**config.mk**
```make
export PLATFORM = sky130hd
export DESIGN_NAME = multicycle_control
export DESIGN_NICKNAME = d
export VERILOG_FILES = /design/src/rtl/multicycle_control.sv
export SDC_FILE = /design/constraint.sdc
export NUM_CORES = 1
export LEC_CHECK = 0
export CAP_MARGIN = 20
export CORE_AREA = 2 2 78 80
export DETAILED_ROUTE_END_ITERATION = 6
export DIE_AREA = 0 0 80 82
export PLACE_DENSITY = 0.74
export SYNTH_ARGS = -nofsm -noshare
export SYNTH_HDL_FRONTEND = slang
export SYNTH_SLANG_ARGS = --single-unit
```
**constraint.sdc**
```tcl
create_clock -name clk -period 1.85 [get_ports clk]
set_clock_uncertainty 0.05 [all_clocks]
set_input_delay 0.185 -clock clk [delete_from_list [all_inputs] [get_ports clk]]
set_output_delay 0.185 -clock clk [all_outputs]
set_load 0.05 [all_outputs]
```
**src/rtl/multicycle_control.sv**
```systemverilog
// Multi-cycle FETCH/DECODE/EXECUTE/MEMORY/WRITEBACK sequencer driving the RISC-V datapath controls.
// Optional branch support is enabled by defining MULTICYCLE_BRANCH_EN; without it opcode 1100011 traps.
module multicycle_control #(
    parameter int COUNT_WIDTH = 32
) (
    input  logic                   clk,
    input  logic                   reset,
    input  logic                   run,
    input  logic [31:0]            instruction,
    input  logic                   selectedFlag,
    output logic                   loadIR,
    output logic                   loadPC,
    output logic                   pcSrc,
    output logic                   writeEnable_Registers,
    output logic                   writeEnable_DataMemory,
    output logic                   muxSelect_ImmVsDataout2,
    output logic                   muxSelect_SumVsReadData,
    output logic                   SumOrSub,
    output logic                   retired,
    output logic                   trap,
    output logic [COUNT_WIDTH-1:0] instrCount
);

    typedef enum logic [2:0] {
        S_IDLE,
        S_FETCH,
        S_DECODE,
        S_EXECUTE,
        S_MEMORY,
        S_WRITEBACK,
        S_TRAP
    } state_t;

    typedef enum logic [2:0] {
        C_NONE,
        C_ALU,
        C_ADDI,
        C_LD,
        C_SD,
        C_BR
    } iclass_t;

    localparam logic [COUNT_WIDTH-1:0] COUNT_ONE = {{(COUNT_WIDTH-1){1'b0}}, 1'b1};

    state_t                   state_q, state_d;
    iclass_t                  class_q, class_d;
    logic                     sub_q, sub_d;
    logic [COUNT_WIDTH-1:0]   count_q, count_d;

    logic [6:0] opcode;
    logic [2:0] funct3;
    logic [6:0] funct7;
    iclass_t    dec_class;
    logic       final_st;
    logic       in_exec_phase;

    assign opcode = instruction[6:0];
    assign funct3 = instruction[14:12];
    assign funct7 = instruction[31:25];

    // Register fields and immediates belong to the datapath; only the class-selecting bits matter here.
    logic unused_instr_bits;
`ifdef MULTICYCLE_BRANCH_EN
    assign unused_instr_bits = ^{instruction[24:15], instruction[11:7]};
`else
    assign unused_instr_bits = ^{instruction[24:15], instruction[11:7], selectedFlag};
`endif

    always_comb begin
        dec_class = C_NONE;
        case (opcode)
            7'b0110011: begin
                if (funct3 == 3'b000 && (funct7 == 7'b0000000 || funct7 == 7'b0100000)) begin
                    dec_class = C_ALU;
                end
            end
            7'b0010011: begin
                if (funct3 == 3'b000) begin
                    dec_class = C_ADDI;
                end
            end
            7'b0000011: begin
                if (funct3 == 3'b011) begin
                    dec_class = C_LD;
                end
            end
            7'b0100011: begin
                if (funct3 == 3'b011) begin
                    dec_class = C_SD;
                end
            end
`ifdef MULTICYCLE_BRANCH_EN
            7'b1100011: begin
                if (funct3 != 3'b010 && funct3 != 3'b011) begin
                    dec_class = C_BR;
                end
            end
`endif
            default: dec_class = C_NONE;
        endcase
    end

    // The last state of each instruction differs by class: BR ends in EXECUTE, SD in MEMORY.
    assign final_st = (state_q == S_WRITEBACK) ||
                      (state_q == S_MEMORY  && class_q == C_SD) ||
                      (state_q == S_EXECUTE && class_q == C_BR);

    assign in_exec_phase = (state_q == S_EXECUTE) || (state_q == S_MEMORY) ||
                           (state_q == S_WRITEBACK);

    always_comb begin
        state_d = state_q;
        class_d = class_q;
        sub_d   = sub_q;
        count_d = count_q;
        case (state_q)
            S_IDLE: begin
                if (run) begin
                    state_d = S_FETCH;
                end
            end
            S_FETCH: begin
                state_d = S_DECODE;
            end
            S_DECODE: begin
                class_d = dec_class;
                sub_d   = (dec_class == C_ALU) && funct7[5];
                state_d = (dec_class == C_NONE) ? S_TRAP : S_EXECUTE;
            end
            S_EXECUTE: begin
                case (class_q)
                    C_ALU, C_ADDI: state_d = S_WRITEBACK;
                    C_LD, C_SD:    state_d = S_MEMORY;
                    default:       state_d = S_EXECUTE;
                endcase
            end
            S_MEMORY: begin
                if (class_q == C_LD) begin
                    state_d = S_WRITEBACK;
                end
            end
            S_WRITEBACK: begin
                state_d = S_WRITEBACK;
            end
            S_TRAP: begin
                state_d = S_TRAP;
            end
            default: begin
                state_d = S_IDLE;
            end
        endcase
        if (final_st) begin
            count_d = count_q + COUNT_ONE;
            state_d = run ? S_FETCH : S_IDLE;
        end
    end

    always_ff @(posedge clk) begin
        if (reset) begin
            state_q <= S_IDLE;
            class_q <= C_NONE;
            sub_q   <= 1'b0;
            count_q <= '0;
        end else begin
            state_q <= state_d;
            class_q <= class_d;
            sub_q   <= sub_d;
            count_q <= count_d;
        end
    end

    always_comb begin
        loadIR                  = (state_q == S_FETCH);
        loadPC                  = final_st;
        retired                 = final_st;
        writeEnable_Registers   = (state_q == S_WRITEBACK);
        writeEnable_DataMemory  = (state_q == S_MEMORY) && (class_q == C_SD);
        muxSelect_SumVsReadData = (state_q == S_WRITEBACK) && (class_q == C_LD);
        muxSelect_ImmVsDataout2 = in_exec_phase &&
                                  (class_q == C_ADDI || class_q == C_LD || class_q == C_SD);
        SumOrSub                = in_exec_phase &&
                                  ((class_q == C_ALU && sub_q) || class_q == C_BR);
        trap                    = (state_q == S_TRAP);
        instrCount              = count_q;
`ifdef MULTICYCLE_BRANCH_EN
        // Branch condition is only valid during EXECUTE, so it passes straight through.
        pcSrc                   = (state_q == S_EXECUTE) && (class_q == C_BR) && selectedFlag;
`else
        pcSrc                   = 1'b0;
`endif
    end

endmodule

```
==> Flow_metrics.wiki <==
{| class="wikitable"
! Metric !! Value
|-
| Drt total wl || 7000 um
|-
| Most numerous cell types in the synthesized netlist || sky130_fd_sc_hd__dfxtp_1 (39), sky130_fd_sc_hd__nor2_1 (33), sky130_fd_sc_hd__a21oi_1 (27)
|-
| Reported net switching power || 636 uW
|-
| Number of rows created at floorplan || 28
|-
| Number of enable flip-flop cells after synthesis || 0
|-
| RSZ-0062 raised after global routing || true
|-
| Clock network fraction of total power || 32.9%
|-
| Portion of total power attributed to sequential cells || 40.8%
|-
| Arrival time reported for the critical path endpoint || 2.23 ns
|-
| Leakage power || 1.37 nW
|-
| Length in cells of the worst reg-to-reg path || 9
|-
| Outcome || finished with violations
|-
| Boundary Pins || 78
|-
| Die span in x || 80 um
|-
| Number of distinct library cells after synthesis || 54
|-
| Per-instance average area after synthesis || 8.20 um^2
|-
| Seq/Total Area, Yosys || 34.9%
|-
| Area share of the largest cell type after synthesis || 34.9%
|-
| Violations in the final reports || negative setup slack
|-
| Leading cell type by number of instances after synthesis || sky130_fd_sc_hd__dfxtp_1
|-
| Ys Warns || 0
|-
| Htree depth || 2
|-
| Worst-margin pin slew || 0.508 ns
|-
| Post-layout worst setup margin || -0.239 ns
|-
| Final Hold Fails || 0
|-
| GRT Overall Usage || 20.2%
|-
| Worst-path fanout max || 4
|-
| Sum of overflow across all layers after global routing || 0
|-
| Main area contributors after synthesis || sky130_fd_sc_hd__dfxtp_1 (35%), sky130_fd_sc_hd__xnor2_1 (6.3%), sky130_fd_sc_hd__a21oi_1 (6.0%), sky130_fd_sc_hd__nor2_1 (5.5%), sky130_fd_sc_hd__nand2_1 (3.7%)
|-
| HPWL after DPL || 4500 um
|-
| Final setup TNS || -2.91 ns
|-
| Die Ht || 82 um
|-
| First element of the critical path || class_q[0]
|-
| Combined area of all synthesized cells || 2240 um^2
|-
| Cell at the root of the clock tree || sky130_fd_sc_hd__clkbuf_8
|-
| Critical path start-end classification || reg -> reg
|-
| IR drop worst, VDD || 0.318 mV
|-
| Cell type contributing the most total cell area after synthesis || sky130_fd_sc_hd__dfxtp_1
|-
| TritonCTS buffer count || 5
|-
| Number of nets in the final layout || 419
|-
| Placeable core area || 5750 um^2
|-
| Final GP Congestion || 0.832
|-
| Post-Synthesis Net Count || 310
|-
| Class of the tightest hold or removal check || reg -> reg
|-
| Max Transition Viols Final || 0
|-
| List of cells traversed by the critical path || buf_4 -> nand4b_1 -> a211oi_4 -> buf_6 -> buf_6 -> buf_6 -> o2111a_1 -> xnor2_1 -> nor2_1
|-
| First-pass detailed-route iteration total || 4
|-
| Number of sinks handled by clock tree synthesis || 39
|-
| Crit-path most repeated cell || sky130_fd_sc_hd__buf_6
|-
| Cell depth of the worst hold path || 2
|-
| Gate power share || 26.3%
|-
| Min Clock Period, post-route || 2.09 ns
|-
| Data required, critical path || 1.99 ns
|-
| Slew headroom || 66.0%
|-
| Slowest stage cell, crit path || sky130_fd_sc_hd__a211oi_4
|-
| Total number of vias || 2480
|-
| Maximum number of pins on one net before global-route repair || 20
|-
| Reg-to-Reg End || instrCount[13]
|-
| Pwr per Cell Area || 546 nW/um^2
|-
| Largest buffer count on any clock path || 2
|-
| PortBufs || 60
|-
| Remaining antenna violation count || 0
|-
| Async set-reset flop share out of synthesis || 0%
|-
| Final total power || 2.14 mW
|-
| Number of antenna violations at the first check in global routing || 0
|-
| Vias in the first global route || 2333
|-
| Number of DRC markers after the initial detailed-route iteration || 92
|-
| Clk_lat worst skew || 0.30 ns
|-
| TritonCTS clock tree || built
|-
| Highest clock frequency the design can meet || 479 MHz
|-
| Floorplan die area || 6560 um^2
|-
| Worst hold margin || 0.406 ns
|-
| Internal power of the cells || 1.50 mW
|-
| Final worst path period share || 113%
|-
| Number of antenna repair diodes || 0
|-
| Non-Filler Cell Area, Final || 3920 um^2
|-
| Proportion of layout cells with a drive suffix above 1 || 41.8%
|-
| Crit path capture type || flip-flop
|-
| Switching share of power || 29.7%
|-
| Number of cells produced by synthesis || 273
|-
| Kind of start point of the critical path || flip-flop
|-
| Global-route wire length before repair || 10500 um
|-
| Total of endpoints with negative setup slack in the final report || 25
|-
| Effective utilization at floorplan || 39.0%
|-
| Placed Area || 3370 um^2
|-
| Startpoint of the worst register-to-register path || class_q[0]
|-
| Clock edge transition at the registers on the reported setup and hold paths || 0.08 ns
|-
| Crit path to || instrCount[13]
|-
| Number of register bits inferred by synthesis || 39
|-
| Most used flip-flop cell after synthesis || sky130_fd_sc_hd__dfxtp_1
|-
| Number of max-capacitance violations reported || 0
|-
| Post-detailed-route via-to-cell ratio || 5.41
|-
| Flop-to-flop setup slack || -0.24 ns
|-
| Area grow syn2layout || 74.9%
|-
| Average wire length per cell after detail routing || 15.3 um
|-
| DRC viols || 0
|-
| Fraction of the core area covered by cells at the end of the flow || 68.1%
|-
| Largest incremental delay on the critical path || 0.42 ns
|}
==> area by class of cell <==
cell class                      instances  area (um^2)
Fill cell                             443         1830
Multi-Input combinational cell        213         1670
Timing Repair Buffer                  116         1160
Sequential cell                        39          848
Clock buffer                            7          108
Tap cell                               75         93.8
Inverter                                7         26.3
Clock inverter                          1         5.00
==> critical path: cells and delay by family, from the launching register on <==
kind | cells | cell delay (ns)
AOI/OAI and AO/OA | 2 | 0.64
DFF | 1 | 0.34
buffers and inverters | 4 | 0.45
and+or+nand+nor | 2 | 0.33
xor gates and xnor gates | 1 | 0.15
==> power by group through the flow <==
| stage | logic (mW) | clock network (mW) | registers [mW] |
|---|---|---|---|
| CTS | 0.513 | 0.698 | 0.867 |
| global placement | 0.469 | 0 | 0.882 |
| detailed placement | 0.483 | 0 | 0.883 |
| global route | 0.598 | 0.743 | 0.874 |
| floorplan | 0.258 | 0 | 0.885 |
| finish | 0.564 | 0.704 | 0.872 |
==> cells by family after synthesis <==
| group | share of synthesized area [%] |
|---|---|
| compound gates | 21.6 |
| xor+xnor | 7.83 |
| fa+ha+maj | 0.559 |
| buf+inv | 4.58 |
| flops | 34.9 |
| other cells | 0.168 |
| simple gates | 30.4 |
==> layer usage <==
layer | vias to the layer above | routed length, um | track usage, %
met5 | - | 0 | 0
met4 | 0 | 99 | 5.76
met3 | 10 | 348 | 4.29
met2 | 78 | 3590 | 35.3
met1 | 1194 | 2960 | 25.1
li1 | 1198 | - | -
==> registers in the layout, indices dropped and copies added, names as in the netlist <==
name and cells:
class_q 3, instrCount 32, state_q 3, sub_q 1
==> per-stage QoR <==
step	instances	worst slack, ns
finish	458	-0.239
detailed placement	437	-0.311
global route	458	-0.252
CTS	452	-0.121
floorplan	273	-0.136
global placement	437	-0.219
==> placed cells by master (no fill, tap or decap), types with 8 or more instances in the layout <==
cell / n
sky130_fd_sc_hd__clkdlybuf4s50_1: 46
sky130_fd_sc_hd__buf_4: 45
sky130_fd_sc_hd__nor2_1: 30
sky130_fd_sc_hd__nand2_1: 20
sky130_fd_sc_hd__dfxtp_2: 18
sky130_fd_sc_hd__a21oi_1: 16
sky130_fd_sc_hd__xnor2_1: 13
sky130_fd_sc_hd__dfxtp_4: 12
sky130_fd_sc_hd__o21ai_0: 11
sky130_fd_sc_hd__buf_6: 10
sky130_fd_sc_hd__buf_12: 10
sky130_fd_sc_hd__dfxtp_1: 9
sky130_fd_sc_hd__a21oi_2: 8
==> timing repair <==
item                                    CTS  global route
hold buffers                              0             0
resized for setup                        23            50
cloned                                    1             1
pin swaps                                10            35
endpoints found under the setup margin   26            41
buffers inserted                          6             7
==> worst min path at each step <==
stage	start	endpoint	slack [ns]
floorplan	instruction[5]	class_q[2]	0.31
global placement	sub_q	sub_q	0.39
detailed placement	sub_q	sub_q	0.40
CTS	sub_q	sub_q	0.41
global route	sub_q	sub_q	0.43
finish	sub_q	sub_q	0.41
No activity file was read; power rests on OpenSTA's default activity.
==> edit (same flow settings) <==
Reset style: asynchronous (`reset`), changed in one clocked block.
--- a/src/rtl/multicycle_control.sv
+++ b/src/rtl/multicycle_control.sv
@@ -157,3 +157,3 @@
 
-    always_ff @(posedge clk) begin
+    always_ff @(posedge clk or posedge reset) begin
         if (reset) begin
Behaviour: differs if reset is asserted again (counterexample within 4 cycles, from zero or initial values and one cycle with reset high); with reset held inactive, the same outputs for 10 cycles.
==> edit against the original RTL <==
  * The flow still finishes with violations (setup timing)
  * Design area fell by 11%
  * Sequential cell count did not move
  * Setup slack improved by 220 ps
  * Die area did not move
  * Wire length fell by 25%
  * Area after synthesis fell by 8.3%
  * Maximum frequency rose by 12%
  * Cell count fell by 15%
Power is not compared: it rests on default switching activity, and its combinational part moved more than twofold at a synthesized area within 25%.
==> edit: results (changes against the original RTL) <==
stage	metric	value	unit	change
run_status	status	finished, violations left		
run_status	failing checks	setup timing		
synthesis	sequential element share of the synthesized area	47.6	%	+13 points
global_routing	GR Util met2	29.3	%	-6.0 points
place	RePlAce Congestion	0.867		+4.1%
sta	final hold slack	250	ps	-156 ps
sta	final setup violation count	3		-88%
critical_path	CP max-delay cell	dfrtp_1		
synthesis	Post-Syn Nets	238		-23%
global_routing	largest net degree at the start of global routing	40		+100%
critical_path	family with the most delay on the worst path	flip-flops		
place	DP HPWL	3710	um	-17%
final_layout	layout cells sized above 1	37.7	%	-4.1 points
synthesis	top post-synthesis cells by count	dfrtp_1, xnor2_1, nand2_1, nand3_1, nor2_1		
detailed_routing	WL per Instance	13.4	um	-12%
final_layout	FILL cells	469		+5.9%
global_routing	vias in the first global route	1884		-19%
detailed_routing	Vias/cell	4.95		-8.7%
global_routing	GR Util met1	20.2	%	-5.0 points
sta	Setup TNS	-30.1	ps	+2870 ps
synthesis	Post-synth ARST share	100	%	+100 points
sta	Setup WS post-layout	-18.6	ps	+221 ps
detailed_routing	drt initial violations	76		-17%
place	placed cell count	369		-16%
global_routing	GR Util met3	2.64	%	-1.6 points
edit: final timing paths:
check | from | end | cells after the start
max | state_q[1] | loadPC | 6
min | reset | instrCount[21] | 3
max reg2reg | instrCount[11] | instrCount[27] | 6
min reg2reg | instrCount[31] | instrCount[31] | 1
max in group asynchronous | reset | instrCount[13] | 3
min in group clk | instruction[30] | sub_q | 3
edit: kinds of logic after synthesis:
logic type,synth area share (%)
compound gates,9.64
xor+xnor,13.7
fa+ha+maj,0.610
buf+inv,2.26
flops,47.6
mux,0.549
other cells,0.183
simple gates,25.5
edit: area by class of cell:
| cell class | instances | share of cell area [%] |
|---|---|---|
| multi-input combinational | 152 | 33.6 |
| timing repair buffer | 112 | 32.1 |
| sequential | 39 | 28.5 |
| tap | 75 | 2.68 |
| clock buffer | 7 | 2.47 |
| inverter | 5 | 0.537 |
| clock inverter | 1 | 0.143 |
edit: timing repair:
action | CTS | global route
setup endpoints to repair | 18 | 29
gates resized for setup | 16 | 21
buffers inserted | 9 | 5
hold buffers | 0 | 0
hold endpoints to repair | 0 | 0
pin swaps | 7 | 8
edit: metrics by stage:
| stage | power (mW) | worst slack, ps |
|---|---|---|
| finish | 1.52 | -18.6 |
| CTS | 1.53 | -78.2 |
| global placement | 0.943 | -101 |
| global route | 1.58 | -62.8 |
| floorplan | 0.894 | -196 |
| detailed placement | 0.944 | -147 |
edit: power breakdown:
| part | switching (mW) | internal, mW | total [mW] |
|---|---|---|---|
| clock | 0.290 | 0.301 | 0.591 |
| combinational | 0.0332 | 0.0412 | 0.0745 |
| sequential | 0.0000289 | 0.852 | 0.852 |
edit: routing by layer:
| layer | wire (um) | up-vias |
|---|---|---|
| met2 | 2750 | 54 |
| met5 | 0 | - |
| met3 | 222 | 6 |
| met4 | 67 | 0 |
| met1 | 2210 | 928 |
| li1 | - | 946 |
